--- config.mk ---
export PLATFORM = sky130hd
export DESIGN_NAME = scm_stream_reader_flat
export DESIGN_NICKNAME = d
export VERILOG_FILES = /design/src/rtl/scm_pkg.sv /design/src/rtl/scm_stream_reader_if.sv /design/src/rtl/scm_reader_buf.sv /design/src/rtl/scm_stream_reader.sv /design/src/flat_wrapper.sv
export SDC_FILE = /design/constraint.sdc
export NUM_CORES = 1
export LEC_CHECK = 0
export ABC_AREA = 1
export BUFFER_PORTS_ARGS = -buffer_cell sky130_fd_sc_hd__buf_2
export CORE_MARGIN = 2
export CORE_UTILIZATION = 55
export CTS_BUF_LIST = sky130_fd_sc_hd__clkbuf_4
export DETAILED_ROUTE_END_ITERATION = 12
export PLACE_DENSITY = 0.8
export SKIP_LAST_GASP = 1
export SLEW_MARGIN = 20
export SYNTH_ARGS = -nofsm -noshare
export SYNTH_HDL_FRONTEND = slang
export SYNTH_SLANG_ARGS = --single-unit
--- constraint.sdc ---
create_clock -name clk -period 3.9 [get_ports clk]
set_input_delay 0.78 -clock clk [delete_from_list [all_inputs] [get_ports clk]]
set_output_delay 0.78 -clock clk [all_outputs]
set_load 0.1 [all_outputs]
--- src/rtl/scm_pkg.sv ---
// Shared types and default widths for the SCM stream reader.
package scm_pkg;

  localparam int unsigned SCM_ADDR_WIDTH = 5;
  localparam int unsigned SCM_DATA_WIDTH = 32;
  localparam int unsigned SCM_BUF_DEPTH  = 2;

  typedef enum logic [1:0] {
    ST_IDLE  = 2'd0,
    ST_ISSUE = 2'd1,
    ST_DRAIN = 2'd2
  } scm_state_e;

  typedef logic [SCM_ADDR_WIDTH-1:0] scm_addr_t;
  typedef logic [SCM_ADDR_WIDTH:0]   scm_len_t;

endpackage

--- src/rtl/scm_stream_reader_if.sv ---
// Control, SCM read port and output stream of the SCM stream reader.
interface scm_stream_reader_if
  import scm_pkg::*;
#(
  parameter int unsigned ADDR_WIDTH = SCM_ADDR_WIDTH,
  parameter int unsigned DATA_WIDTH = SCM_DATA_WIDTH
);

  logic                  start_i;
  logic [ADDR_WIDTH-1:0] base_addr_i;
  logic [ADDR_WIDTH:0]   len_i;
  logic                  abort_i;
  logic                  busy_o;
  logic                  done_o;
  logic                  err_o;
  logic                  rd_en_o;
  logic [ADDR_WIDTH-1:0] rd_addr_o;
  logic [DATA_WIDTH-1:0] rd_data_i;
  logic [DATA_WIDTH-1:0] data_o;
  logic                  valid_o;
  logic                  ready_i;
  logic                  last_o;

  // Reader side.
  modport master (
    input  start_i, base_addr_i, len_i, abort_i, rd_data_i, ready_i,
    output busy_o, done_o, err_o, rd_en_o, rd_addr_o, data_o, valid_o, last_o
  );

  // Controller / SCM / consumer side.
  modport slave (
    output start_i, base_addr_i, len_i, abort_i, rd_data_i, ready_i,
    input  busy_o, done_o, err_o, rd_en_o, rd_addr_o, data_o, valid_o, last_o
  );

endinterface

--- src/rtl/scm_reader_buf.sv ---
// Small FIFO of read words with a last flag; clr empties it synchronously.
module scm_reader_buf #(
  parameter int unsigned DATA_WIDTH = 32,
  parameter int unsigned BUF_DEPTH  = 2
) (
  input  logic                             clk,
  input  logic                             clr,
  input  logic                             push,
  input  logic [DATA_WIDTH-1:0]            push_data,
  input  logic                             push_last,
  input  logic                             pop,
  output logic [DATA_WIDTH-1:0]            head_data,
  output logic                             head_last,
  output logic [$clog2(BUF_DEPTH+1)-1:0]   count
);

  localparam int unsigned CNT_W = $clog2(BUF_DEPTH + 1);
  localparam int unsigned PTR_W = (BUF_DEPTH > 1) ? $clog2(BUF_DEPTH) : 1;

  logic [DATA_WIDTH-1:0] mem_data [BUF_DEPTH];
  logic [BUF_DEPTH-1:0]  mem_last;
  logic [PTR_W-1:0]      wr_ptr_q;
  logic [PTR_W-1:0]      rd_ptr_q;
  logic [CNT_W-1:0]      count_q;
  logic                  do_push;
  logic                  do_pop;

  function automatic logic [PTR_W-1:0] ptr_inc(input logic [PTR_W-1:0] p);
    return (p == PTR_W'(BUF_DEPTH - 1)) ? '0 : p + PTR_W'(1);
  endfunction

  // Push on full is only legal together with a pop; pop on empty is dropped.
  always_comb begin
    do_pop  = pop & (count_q != '0);
    do_push = push & ((count_q != CNT_W'(BUF_DEPTH)) | do_pop);
  end

  // Pointers and occupancy.
  always_ff @(posedge clk) begin
    if (clr) begin
      wr_ptr_q <= '0;
      rd_ptr_q <= '0;
      count_q  <= '0;
    end else begin
      if (do_push) wr_ptr_q <= ptr_inc(wr_ptr_q);
      if (do_pop)  rd_ptr_q <= ptr_inc(rd_ptr_q);
      if (do_push && !do_pop)      count_q <= count_q + CNT_W'(1);
      else if (do_pop && !do_push) count_q <= count_q - CNT_W'(1);
    end
  end

  // Word storage; contents are qualified by count so no reset is needed.
  always_ff @(posedge clk) begin
    if (do_push) begin
      mem_data[wr_ptr_q] <= push_data;
      mem_last[wr_ptr_q] <= push_last;
    end
  end

  assign head_data = mem_data[rd_ptr_q];
  assign head_last = mem_last[rd_ptr_q];
  assign count     = count_q;

endmodule

--- src/rtl/scm_stream_reader.sv ---
// Drains a contiguous SCM word range into a valid/ready stream.
// Build option SCM_READER_WRAP_EN: ranges past the top wrap to address 0
// instead of being rejected with err_o.
module scm_stream_reader
  import scm_pkg::*;
#(
  parameter int unsigned ADDR_WIDTH = SCM_ADDR_WIDTH,
  parameter int unsigned DATA_WIDTH = SCM_DATA_WIDTH,
  parameter int unsigned BUF_DEPTH  = SCM_BUF_DEPTH
) (
  input logic                 clk,
  input logic                 rst,
  scm_stream_reader_if.master bus
);

  localparam int unsigned LEN_W = ADDR_WIDTH + 1;
  localparam int unsigned CNT_W = $clog2(BUF_DEPTH + 1);
  localparam int unsigned OCC_W = CNT_W + 1;
`ifndef SCM_READER_WRAP_EN
  localparam int unsigned NUM_WORDS = 1 << ADDR_WIDTH;
`endif

  scm_state_e            state_q;
  scm_state_e            state_d;
  logic [ADDR_WIDTH-1:0] addr_q;
  logic [LEN_W-1:0]      rem_q;
  logic                  inflight_q;
  logic                  inflight_last_q;
  logic                  done_q;
  logic                  err_q;

  logic [CNT_W-1:0]      buf_count;
  logic [DATA_WIDTH-1:0] buf_head_data;
  logic                  buf_head_last;

  logic                  buf_nonempty_c;
  logic                  out_valid_c;
  logic                  out_last_c;
  logic [DATA_WIDTH-1:0] out_data_c;
  logic                  pop_c;
  logic [OCC_W-1:0]      occ_c;
  logic                  kill_c;
  logic                  final_pop_c;
  logic                  last_issue_c;
  logic                  overrun_c;
  logic                  accept_c;
  logic                  issue_c;
  logic                  done_d;
  logic                  err_d;

  // Stream head: oldest buffered word, else the read returning this cycle.
  always_comb begin
    buf_nonempty_c = (buf_count != '0);
    out_valid_c    = buf_nonempty_c | inflight_q;
    out_data_c     = '0;
    out_last_c     = 1'b0;
    if (buf_nonempty_c) begin
      out_data_c = buf_head_data;
      out_last_c = buf_head_last;
    end else if (inflight_q) begin
      out_data_c = bus.rd_data_i;
      out_last_c = inflight_last_q;
    end
    pop_c        = out_valid_c & bus.ready_i;
    occ_c        = OCC_W'(buf_count) + OCC_W'(inflight_q) - OCC_W'(pop_c);
    kill_c       = bus.abort_i & (state_q != ST_IDLE);
    final_pop_c  = pop_c & out_last_c;
    last_issue_c = (rem_q == LEN_W'(1));
  end

`ifdef SCM_READER_WRAP_EN
  assign overrun_c = 1'b0;
`else
  assign overrun_c = (LEN_W'(bus.base_addr_i) + bus.len_i) > LEN_W'(NUM_WORDS);
`endif

  // State register.
  always_ff @(posedge clk) begin
    if (rst) state_q <= ST_IDLE;
    else     state_q <= state_d;
  end

  // Next-state logic.
  always_comb begin
    state_d = state_q;
    case (state_q)
      ST_IDLE:  if (accept_c) state_d = ST_ISSUE;
      ST_ISSUE: begin
        if (kill_c)                        state_d = ST_IDLE;
        else if (issue_c && last_issue_c) state_d = ST_DRAIN;
      end
      ST_DRAIN: if (kill_c || final_pop_c) state_d = ST_IDLE;
      default:  state_d = ST_IDLE;
    endcase
  end

  // Per-state decisions: start accept/reject, read issue, completion.
  always_comb begin
    accept_c = 1'b0;
    issue_c  = 1'b0;
    done_d   = 1'b0;
    err_d    = 1'b0;
    case (state_q)
      ST_IDLE: begin
        if (bus.start_i) begin
          if (overrun_c)              err_d    = 1'b1;
          else if (bus.len_i == '0)   done_d   = 1'b1;
          else                        accept_c = 1'b1;
        end
      end
      ST_ISSUE: begin
        issue_c = !kill_c && (occ_c < OCC_W'(BUF_DEPTH));
        done_d  = kill_c;
      end
      ST_DRAIN: done_d = kill_c | final_pop_c;
      default: ;
    endcase
  end

  // Address/remaining counters, single outstanding read, status pulses.
  always_ff @(posedge clk) begin
    if (rst) begin
      addr_q          <= '0;
      rem_q           <= '0;
      inflight_q      <= 1'b0;
      inflight_last_q <= 1'b0;
      done_q          <= 1'b0;
      err_q           <= 1'b0;
    end else begin
      done_q <= done_d;
      err_q  <= err_d;
      if (accept_c) begin
        addr_q <= bus.base_addr_i;
        rem_q  <= bus.len_i;
      end else if (issue_c) begin
        addr_q <= addr_q + ADDR_WIDTH'(1);
        rem_q  <= rem_q - LEN_W'(1);
      end
      if (kill_c) begin
        inflight_q      <= 1'b0;
        inflight_last_q <= 1'b0;
      end else begin
        inflight_q      <= issue_c;
        inflight_last_q <= issue_c & last_issue_c;
      end
    end
  end

  // A returning word bypasses the buffer only when it is consumed at once.
  scm_reader_buf #(
    .DATA_WIDTH (DATA_WIDTH),
    .BUF_DEPTH  (BUF_DEPTH)
  ) u_buf (
    .clk       (clk),
    .clr       (rst | kill_c),
    .push      (inflight_q & ~(pop_c & ~buf_nonempty_c)),
    .push_data (bus.rd_data_i),
    .push_last (inflight_last_q),
    .pop       (pop_c & buf_nonempty_c),
    .head_data (buf_head_data),
    .head_last (buf_head_last),
    .count     (buf_count)
  );

  assign bus.busy_o    = (state_q != ST_IDLE);
  assign bus.done_o    = done_q;
  assign bus.err_o     = err_q;
  assign bus.rd_en_o   = issue_c;
  assign bus.rd_addr_o = addr_q;
  assign bus.data_o    = out_data_c;
  assign bus.valid_o   = out_valid_c;
  assign bus.last_o    = out_last_c;

endmodule

--- src/flat_wrapper.sv ---
// flat-port wrapper written by rule: the top's interface ports become plain ports
module scm_stream_reader_flat import scm_pkg::*;
#(
  parameter int unsigned ADDR_WIDTH = SCM_ADDR_WIDTH,
  parameter int unsigned DATA_WIDTH = SCM_DATA_WIDTH,
  parameter int unsigned BUF_DEPTH  = SCM_BUF_DEPTH
)
  (clk, rst, bus_start_i, bus_base_addr_i, bus_len_i, bus_abort_i, bus_rd_data_i, bus_ready_i, bus_busy_o, bus_done_o, bus_err_o, bus_rd_en_o, bus_rd_addr_o, bus_data_o, bus_valid_o, bus_last_o);
  scm_stream_reader_if #(.ADDR_WIDTH(ADDR_WIDTH), .DATA_WIDTH(DATA_WIDTH)) bus_i ();
  input logic clk;
  input logic rst;
  input wire logic [$bits(bus_i.start_i)-1:0] bus_start_i;
  input wire logic [$bits(bus_i.base_addr_i)-1:0] bus_base_addr_i;
  input wire logic [$bits(bus_i.len_i)-1:0] bus_len_i;
  input wire logic [$bits(bus_i.abort_i)-1:0] bus_abort_i;
  input wire logic [$bits(bus_i.rd_data_i)-1:0] bus_rd_data_i;
  input wire logic [$bits(bus_i.ready_i)-1:0] bus_ready_i;
  output wire logic [$bits(bus_i.busy_o)-1:0] bus_busy_o;
  output wire logic [$bits(bus_i.done_o)-1:0] bus_done_o;
  output wire logic [$bits(bus_i.err_o)-1:0] bus_err_o;
  output wire logic [$bits(bus_i.rd_en_o)-1:0] bus_rd_en_o;
  output wire logic [$bits(bus_i.rd_addr_o)-1:0] bus_rd_addr_o;
  output wire logic [$bits(bus_i.data_o)-1:0] bus_data_o;
  output wire logic [$bits(bus_i.valid_o)-1:0] bus_valid_o;
  output wire logic [$bits(bus_i.last_o)-1:0] bus_last_o;
  assign bus_i.start_i = bus_start_i;
  assign bus_i.base_addr_i = bus_base_addr_i;
  assign bus_i.len_i = bus_len_i;
  assign bus_i.abort_i = bus_abort_i;
  assign bus_i.rd_data_i = bus_rd_data_i;
  assign bus_i.ready_i = bus_ready_i;
  assign bus_busy_o = bus_i.busy_o;
  assign bus_done_o = bus_i.done_o;
  assign bus_err_o = bus_i.err_o;
  assign bus_rd_en_o = bus_i.rd_en_o;
  assign bus_rd_addr_o = bus_i.rd_addr_o;
  assign bus_data_o = bus_i.data_o;
  assign bus_valid_o = bus_i.valid_o;
  assign bus_last_o = bus_i.last_o;
  scm_stream_reader #(.ADDR_WIDTH(ADDR_WIDTH), .DATA_WIDTH(DATA_WIDTH), .BUF_DEPTH(BUF_DEPTH)) u_core (.clk(clk), .rst(rst), .bus(bus_i));
endmodule
== Word-level counts from Yosys, hierarchy flattened ==
Memory sizes are Yosys's and may differ from the RTL's. A register that Yosys moved wholly into a read port is not among the register bits.
Index checks and enable logic that the tools add are counted.
W data, S select, Z words.

* Word-level logic and storage cells: 104
* Output and inout port bits: 43
* Memories: 1
* Register bits: 23
* RAM bits: 64

{| class="wikitable"
|+ Memory list
! name !! depth !! bits a word !! read ports !! clocked after Yosys merged registers in !! wr ports !! line !! source
|-
| u_core.u_buf.mem_data || 2 || 32 || 1 || 1 || 1 || scm_reader_buf.sv:20 || <nowiki>logic [DATA_WIDTH-1:0] mem_data [BUF_DEPTH];</nowiki>
|}

* $lt $le $gt $ge: 5
* Equal/unequal tests: 7
* Bitwise logic cells: 17
* Muxes and demuxes: 36
* Add/sub/neg operators: 9
* Reductions and logical operators: 18

{| class="wikitable"
|+ Operator list
! operator !! number
|-
| $mux W32 || 2
|-
| $mux W1 || 20
|-
| $mux W2 || 6
|-
| $mux W6 || 2
|-
| $mux W5 || 2
|-
| $and A1 B1 Y1 || 9
|-
| $reduce_bool A2 Y1 || 4
|-
| $add A5 B6 Y6 || 1
|-
| $eq A6 B1 Y1 const B || 1
|-
| $gt A6 B6 Y1 const B || 1
|-
| $logic_not A6 Y1 || 1
|-
| $pmux W2 S3 || 1
|-
| $sub A6 B1 Y6 const B || 1
|-
| $add A5 B1 Y5 const B || 1
|-
| $logic_and A1 B1 Y1 || 5
|-
| $lt A1 B2 Y1 const B || 2
|-
| $ne A2 B1 Y1 const B || 2
|-
| $not A1 Y1 || 4
|-
| $or A1 B1 Y1 || 4
|-
| $add A2 B1 Y3 || 1
|-
| $logic_not A1 Y1 || 3
|-
| $lt A3 B2 Y1 const B || 1
|-
| $ne A3 B1 Y1 const B || 1
|-
| $pmux W1 S3 || 1
|-
| other kinds (15) || 16
|}

== Longest topological paths before layout ==
* Depth in word-level cells: 11
* Depth in mapped cells: 16
* Depth with buffers taken out: 16

== Hierarchy ==
A second synthesis with hierarchy kept.

* Cell total of the unflattened synthesis: 460
* Area, all modules: 4,680.7 µm²

{| class="wikitable"
|+ Modules (own cells, without submodules)
! module !! cells each !! seq. area each (µm²) !! area an instance (µm²) !! instances
|-
| scm_reader_buf || 141 || 2,082.0 || 2,780.2 || 1
|-
| scm_stream_reader || 319 || 340.3 || 1,900.6 || 1
|}

== Worst setup path before layout ==
Ideal clock, no wire load.

* Kind: flip-flop to output port
* From: register u_core.u_buf.count_q[1], in the netlist u_core.u_buf.count[1]
* To: output port bus_data_o[24]
* Arrival: 3,141 ps
* Slack: -21 ps
* Cell stages (with the launch flop): 5
* Cell sequence: dfxtp_1 > nor2_1 > clkbuf_1 > buf_2 > o31ai_1

* Cells in the longest elaborated chain, start to end: 2

{| class="wikitable"
|+ Ends and longest elaborated chain
! element !! line !! source
|-
| start, declared || scm_reader_buf.sv:24 || <nowiki>logic [CNT_W-1:0] count_q;</nowiki>
|-
| start signal, assigned || scm_reader_buf.sv:47 || <nowiki>if (do_push && !do_pop) count_q <= count_q + CNT_W'(1);</nowiki>
|-
| start signal, assigned || scm_reader_buf.sv:48 || <nowiki>else if (do_pop && !do_push) count_q <= count_q - CNT_W'(1);</nowiki>
|-
| $reduce_bool A2 Y1 || scm_stream_reader.sv:53 || <nowiki>buf_nonempty_c = (buf_count != '0);</nowiki>
|-
| $mux W32 || scm_stream_reader.sv:57 || <nowiki>if (buf_nonempty_c) begin</nowiki>
|-
| end, declared || flat_wrapper.sv:23 || <nowiki>output wire logic [$bits(bus_i.data_o)-1:0] bus_data_o;</nowiki>
|}

Every way passes these cells.

== Worst setup path after layout ==
* From: register u_core.u_buf.count_q[1], in the netlist u_core.u_buf.count[1]
* To: output port bus_rd_en_o

* Cells in the longest elaborated chain, start to end: 7
* Elaborated cells on any way between the ends: 8

{| class="wikitable"
|+ Ends and longest elaborated chain
! element !! line !! source
|-
| $reduce_bool A2 Y1 || scm_stream_reader.sv:53 ||
|-
| $or A1 B1 Y1 || scm_stream_reader.sv:54 || <nowiki>out_valid_c = buf_nonempty_c | inflight_q;</nowiki>
|-
| $and A1 B1 Y1 || scm_stream_reader.sv:64 || <nowiki>pop_c = out_valid_c & bus.ready_i;</nowiki>
|-
| $sub A3 B1 Y3 * || scm_stream_reader.sv:65 || <nowiki>occ_c = OCC_W'(buf_count) + OCC_W'(inflight_q) - OCC_W'(pop_c);</nowiki>
|-
| $lt A3 B2 Y1 * || scm_stream_reader.sv:112 || <nowiki>issue_c = !kill_c && (occ_c < OCC_W'(BUF_DEPTH));</nowiki>
|-
| $logic_and A1 B1 Y1 * || scm_stream_reader.sv:112 ||
|-
| $mux W1 * || scm_stream_reader.sv:103 || <nowiki>case (state_q)</nowiki>
|-
| end, declared || flat_wrapper.sv:21 || <nowiki>output wire logic [$bits(bus_i.rd_en_o)-1:0] bus_rd_en_o;</nowiki>
|}

Mark *: on every way between the ends. The rest lies on a longest branch, timed or not.

==> results by stage <==
Timing:
- The worst path needs roughly 3.5 ns of the cycle, external delays included.
- The total setup violations reported at the end of the flow is 0.
- The worst clock skew is roughly 0.023 ns.
- At the pin with the least slew margin, the transition time is between 0.9 and 1 ns.
- The number of hold violations in the final report came to 0.
- Setup repair after global routing left no endpoint under its margin.
- The worst slew margin relative to its limit is a little over a third.
- The number of pins with negative max-slew slack in the final report is 0.
- In the finished design, the share of the clock period the worst path needs comes to 90.5%.
- The maximum clock frequency is about 280 MHz.

Final layout:
- The layout overhead on the synthesized area is 16.3%.
- The post-route non-filler standard cell count is about 640.
- The number of antenna repair diodes is 0.
- Of the cells placed in the final design, the portion with a size suffix greater than 1 is roughly 25%.
- At the end of the flow, the number of nets in the layout was roughly 600.
- The utilization after layout is about 65%.

Drt:
- Before antenna repair, the detailed router went through 4 iterations.
- In the routed layout, each cell is associated on average with a via count of around 5.4.
- In this run the remaining antenna-violating nets after routing total 0.
- The final layout contains routed wiring with a total length of slightly above 9000 µm.
- In the routed design, unresolved DRC markers number 0.
- The routed layout has about 3.5k vias.
- In this run, the number of DRC markers left after iteration 0 of detailed routing was around 180.
- The post-detailed-route wirelength per cell is about 14 µm.

Min path:
- The worst min-delay path category is flop to flop.

Clocking:
- The number of buffers inserted during clock tree synthesis is 9.
- The count of cells resized by post-cts repair is 0.
- For this design, the sink count on the clock tree is 88.
- The clock tree root driver cell is sky130_fd_sc_hd__clkbuf_4.
- The insertion delay of the later-clocked pin in the worst-skew pair is 0.44 ns.
- The clock passes through at most 2 buffers.
- The CTS tree is done.
- The count of buffers added by post-CTS timing repair for setup is 0.
- After clock tree synthesis, the flow added hold-fix buffers numbering 0.
- The H-tree generated during clock tree synthesis spans 3 levels.
- Clock-pin slew was measured on the worst setup and hold paths at 0.15 ns.

Logic synthesis:
- The synthesized area is roughly 0.0043 mm².
- The synthesized design spends more area on one cell type than any other, namely sky130_fd_sc_hd__edfxtp_1.
- The synthesized netlist net count is just over 500.
- Summing the areas of all compound-gate instances in the mapped netlist gives between 9 and 10% of the synthesized area.
- Summing the areas of all and, or, nand and nor instances in the mapped netlist gives about 22% of the synthesized area.
- The synthesized netlist devotes under 10% of its cell area to adder and majority cells.
- The synthesized design contains 88 register bits.
- The post-synthesis area per instance is roughly 9.5 µm².
- Of the post-synthesis cell area, the part taken by muxes is 0%.
- Yosys attributes the largest share of cell area to sky130_fd_sc_hd__edfxtp_1, sky130_fd_sc_hd__dfxtp_1, sky130_fd_sc_hd__nor2_1, sky130_fd_sc_hd__o31ai_1, sky130_fd_sc_hd__nand3_1.
- During synthesis, Yosys emitted a total of 0 warnings.
- The post-synthesis cell type count is 33.
- The leading register cell type out of synthesis is sky130_fd_sc_hd__edfxtp_1.
- In this run the biggest area consumer among cell types represents between 40% and 50% of the synthesized area.
- The dominant combinational cell family by area after synthesis is simple AND/OR/NAND/NOR gates.
- The number of enable flip-flop cells after synthesis is 66.
- The fraction of synthesized cell area in xor and xnor cells is around 1.8%.
- The share of synthesized registers carrying an async set or reset is 0%.
- Synthesis produced 453 cells.
- Summing the sequential cell areas from Yosys gives between 50% and 60% of the chip area.

Placement:
- Including well taps, the total number of placed cells is between 600 and 700.
- The routability congestion estimate is roughly 0.9.
- The final HPWL from detailed placement is around 6100 µm.
- The number of I/O port buffers is 90.

Global routing:
- Global routing used roughly 22% of the available tracks across all layers.
- The number of global-route vias before repair came to between 3k and 4k.
- The global-route wire length before repair is 14700 µm.
- The global-route congestion overflow total is 0.
- The initial antenna violation count is 0.
- The maximum number of pins on one net before global-route repair is 69.

Worst setup path:
- STA classifies the critical path startpoint as a flop.
- The critical path's top delay family is simple AND/OR/NAND/NOR gates.
- The required time at the worst-slack endpoint is about 3.1 ns.
- The critical path contains buffers and inverters numbering 2 combined.
- Among all stages on the critical path, the largest delay is contributed by sky130_fd_sc_hd__dfxtp_1.
- STA classifies the critical path endpoint as a primary output.
- The type of the worst setup path is flop to primary output.
- The maximum fanout along the worst path is 4.
- The stage delay of the slowest cell on the critical path is approximately 0.5 ns.
- Traced cell by cell, the critical path runs through nor2_4 -> a21oi_1 -> ha_1 -> or2_2 -> fa_1 -> or2_0 -> nand4_2 -> inv_1 -> buf_12.
- For the worst setup path, the data arrival time is ~2.8 ns.

Power:
- The total design power is ~3000 µW.
- In this run the static leakage power is around 0.0021 µW.
- The worst ir drop on vdd is 0.236 mV.
- The total power divided by cell area is 614 mW/mm².

Die:
- In this run the standard cell core region covers between 0.007 and 0.008 mm².
- The standard-cell row count is 32.
- The initial cell density of the core is between 50% and 60%.
- The die is 92.4 µm tall.
- The die covers roughly 0.0085 mm².
- The die extent in x is between 90 and 100 µm.
- In this run the count of I/O pins placed on the die edge is just over 90.

Outcome:
- The flow ran to the end, and the final reports show no timing, DRC or antenna violations.

Run:
- The max-cap check violation count is 0.
==> layout make-up <==
type	instances	area [µm²]
Sequential cell	88	2420
Clock inverter	7	72.6
Timing Repair Buffer	97	518
Clock buffer	9	67.6
Inverter	37	139
Tap cell	102	128
Fill cell	617	2650
Multi-Input combinational cell	304	1650
==> routing by layer <==
| metal | share of wire, % | vias up | global-route usage (%) |
|---|---|---|---|
| met3 | 5.1 | 16 | 3.74 |
| met1 | 44 | 1636 | 26.4 |
| li1 | - | 1737 | - |
| met5 | 0 | - | 0 |
| met4 | 2.1 | 0 | 11.1 |
| met2 | 49 | 111 | 37.6 |
==> final timing paths <==
check	from	end	slack (ns)	depth (start not counted)
hold / removal	u_core.inflight_last_q	u_core.u_buf.mem_last[0]	0.50	0
setup reg to reg	u_core.u_buf.count[1]	u_core.rem_q[1]	1.19	11
setup / recovery	u_core.u_buf.count[1]	bus_rd_en_o	0.37	9
hold reg to reg	u_core.inflight_last_q	u_core.u_buf.mem_last[0]	0.50	0
==> registers in the layout (all words and copies together) (netlist names), named ones only <==
| register | count |
|---|---|
| u_core.bus.done_o | 1 |
| u_core.bus.err_o | 1 |
| u_core.bus.rd_addr_o | 5 |
| u_core.inflight_last_q | 1 |
| u_core.inflight_q | 1 |
| u_core.rem_q | 6 |
| u_core.state_q | 2 |
| u_core.u_buf.count | 2 |
| u_core.u_buf.mem_data | 64 |
| u_core.u_buf.mem_last | 2 |
| u_core.u_buf.rd_ptr_q | 1 |
| u_core.u_buf.wr_ptr_q | 1 |
==> where the power goes <==
part / switching (µW) / internal, µW
Combinational: 1220 / 262
Sequential: 43.1 / 1040
Clock: 348 / 151
==> cell families (layout without fill, tap and decap cells) <==
logic type,count (synthesis),count (layout)
compound gates,62,62
xor+xnor,9,9
fa+ha+maj,12,12
buf+inv,61,150
flops,88,88
simple gates,221,221
==> synth_stat cells, types with 2 or more instances <==
| cell | count |
|---|---|
| sky130_fd_sc_hd__a21oi_1 | 16 |
| sky130_fd_sc_hd__a21oi_2 | 7 |
| sky130_fd_sc_hd__buf_2 | 6 |
| sky130_fd_sc_hd__clkbuf_1 | 15 |
| sky130_fd_sc_hd__dfxtp_1 | 22 |
| sky130_fd_sc_hd__edfxtp_1 | 66 |
| sky130_fd_sc_hd__fa_1 | 2 |
| sky130_fd_sc_hd__ha_1 | 10 |
| sky130_fd_sc_hd__inv_1 | 32 |
| sky130_fd_sc_hd__inv_2 | 5 |
| sky130_fd_sc_hd__nand2_1 | 58 |
| sky130_fd_sc_hd__nand3_1 | 48 |
| sky130_fd_sc_hd__nand4_1 | 13 |
| sky130_fd_sc_hd__nor2_1 | 90 |
| sky130_fd_sc_hd__nor2_2 | 2 |
| sky130_fd_sc_hd__nor3_1 | 2 |
| sky130_fd_sc_hd__o21ai_0 | 3 |
| sky130_fd_sc_hd__o31ai_1 | 33 |
| sky130_fd_sc_hd__or2_2 | 2 |
| sky130_fd_sc_hd__xnor2_1 | 2 |
| sky130_fd_sc_hd__xor2_1 | 7 |
==> cell usage in the layout, fill, tap and decap left out, types with 10 or more instances in the layout <==
cell type                  netlist  final
sky130_fd_sc_hd__dfxtp_1        22     22
sky130_fd_sc_hd__a21oi_1        16     16
sky130_fd_sc_hd__inv_1          32     32
sky130_fd_sc_hd__ha_1           10     10
sky130_fd_sc_hd__nand4_1        13     13
sky130_fd_sc_hd__nor2_1         90     87
sky130_fd_sc_hd__edfxtp_1       66     66
sky130_fd_sc_hd__buf_2           6     89
sky130_fd_sc_hd__o31ai_1        33     33
sky130_fd_sc_hd__nand2_1        58     58
sky130_fd_sc_hd__nand3_1        48     48
==> stage by stage <==
stage                     setup TNS, ns  hold slack (ns)  setup slack [ns]  area, µm²
final                                 0            0.497             0.370       5000
after detailed placement              0            0.457             0.476       4860
after floorplan                  -0.361            0.426           -0.0214       4300
after CTS                             0            0.499             0.354       5000
after global routing                  0            0.498             0.235       5000
after global placement                0            0.447             0.480       4860
No activity file was read; power rests on OpenSTA's default activity.
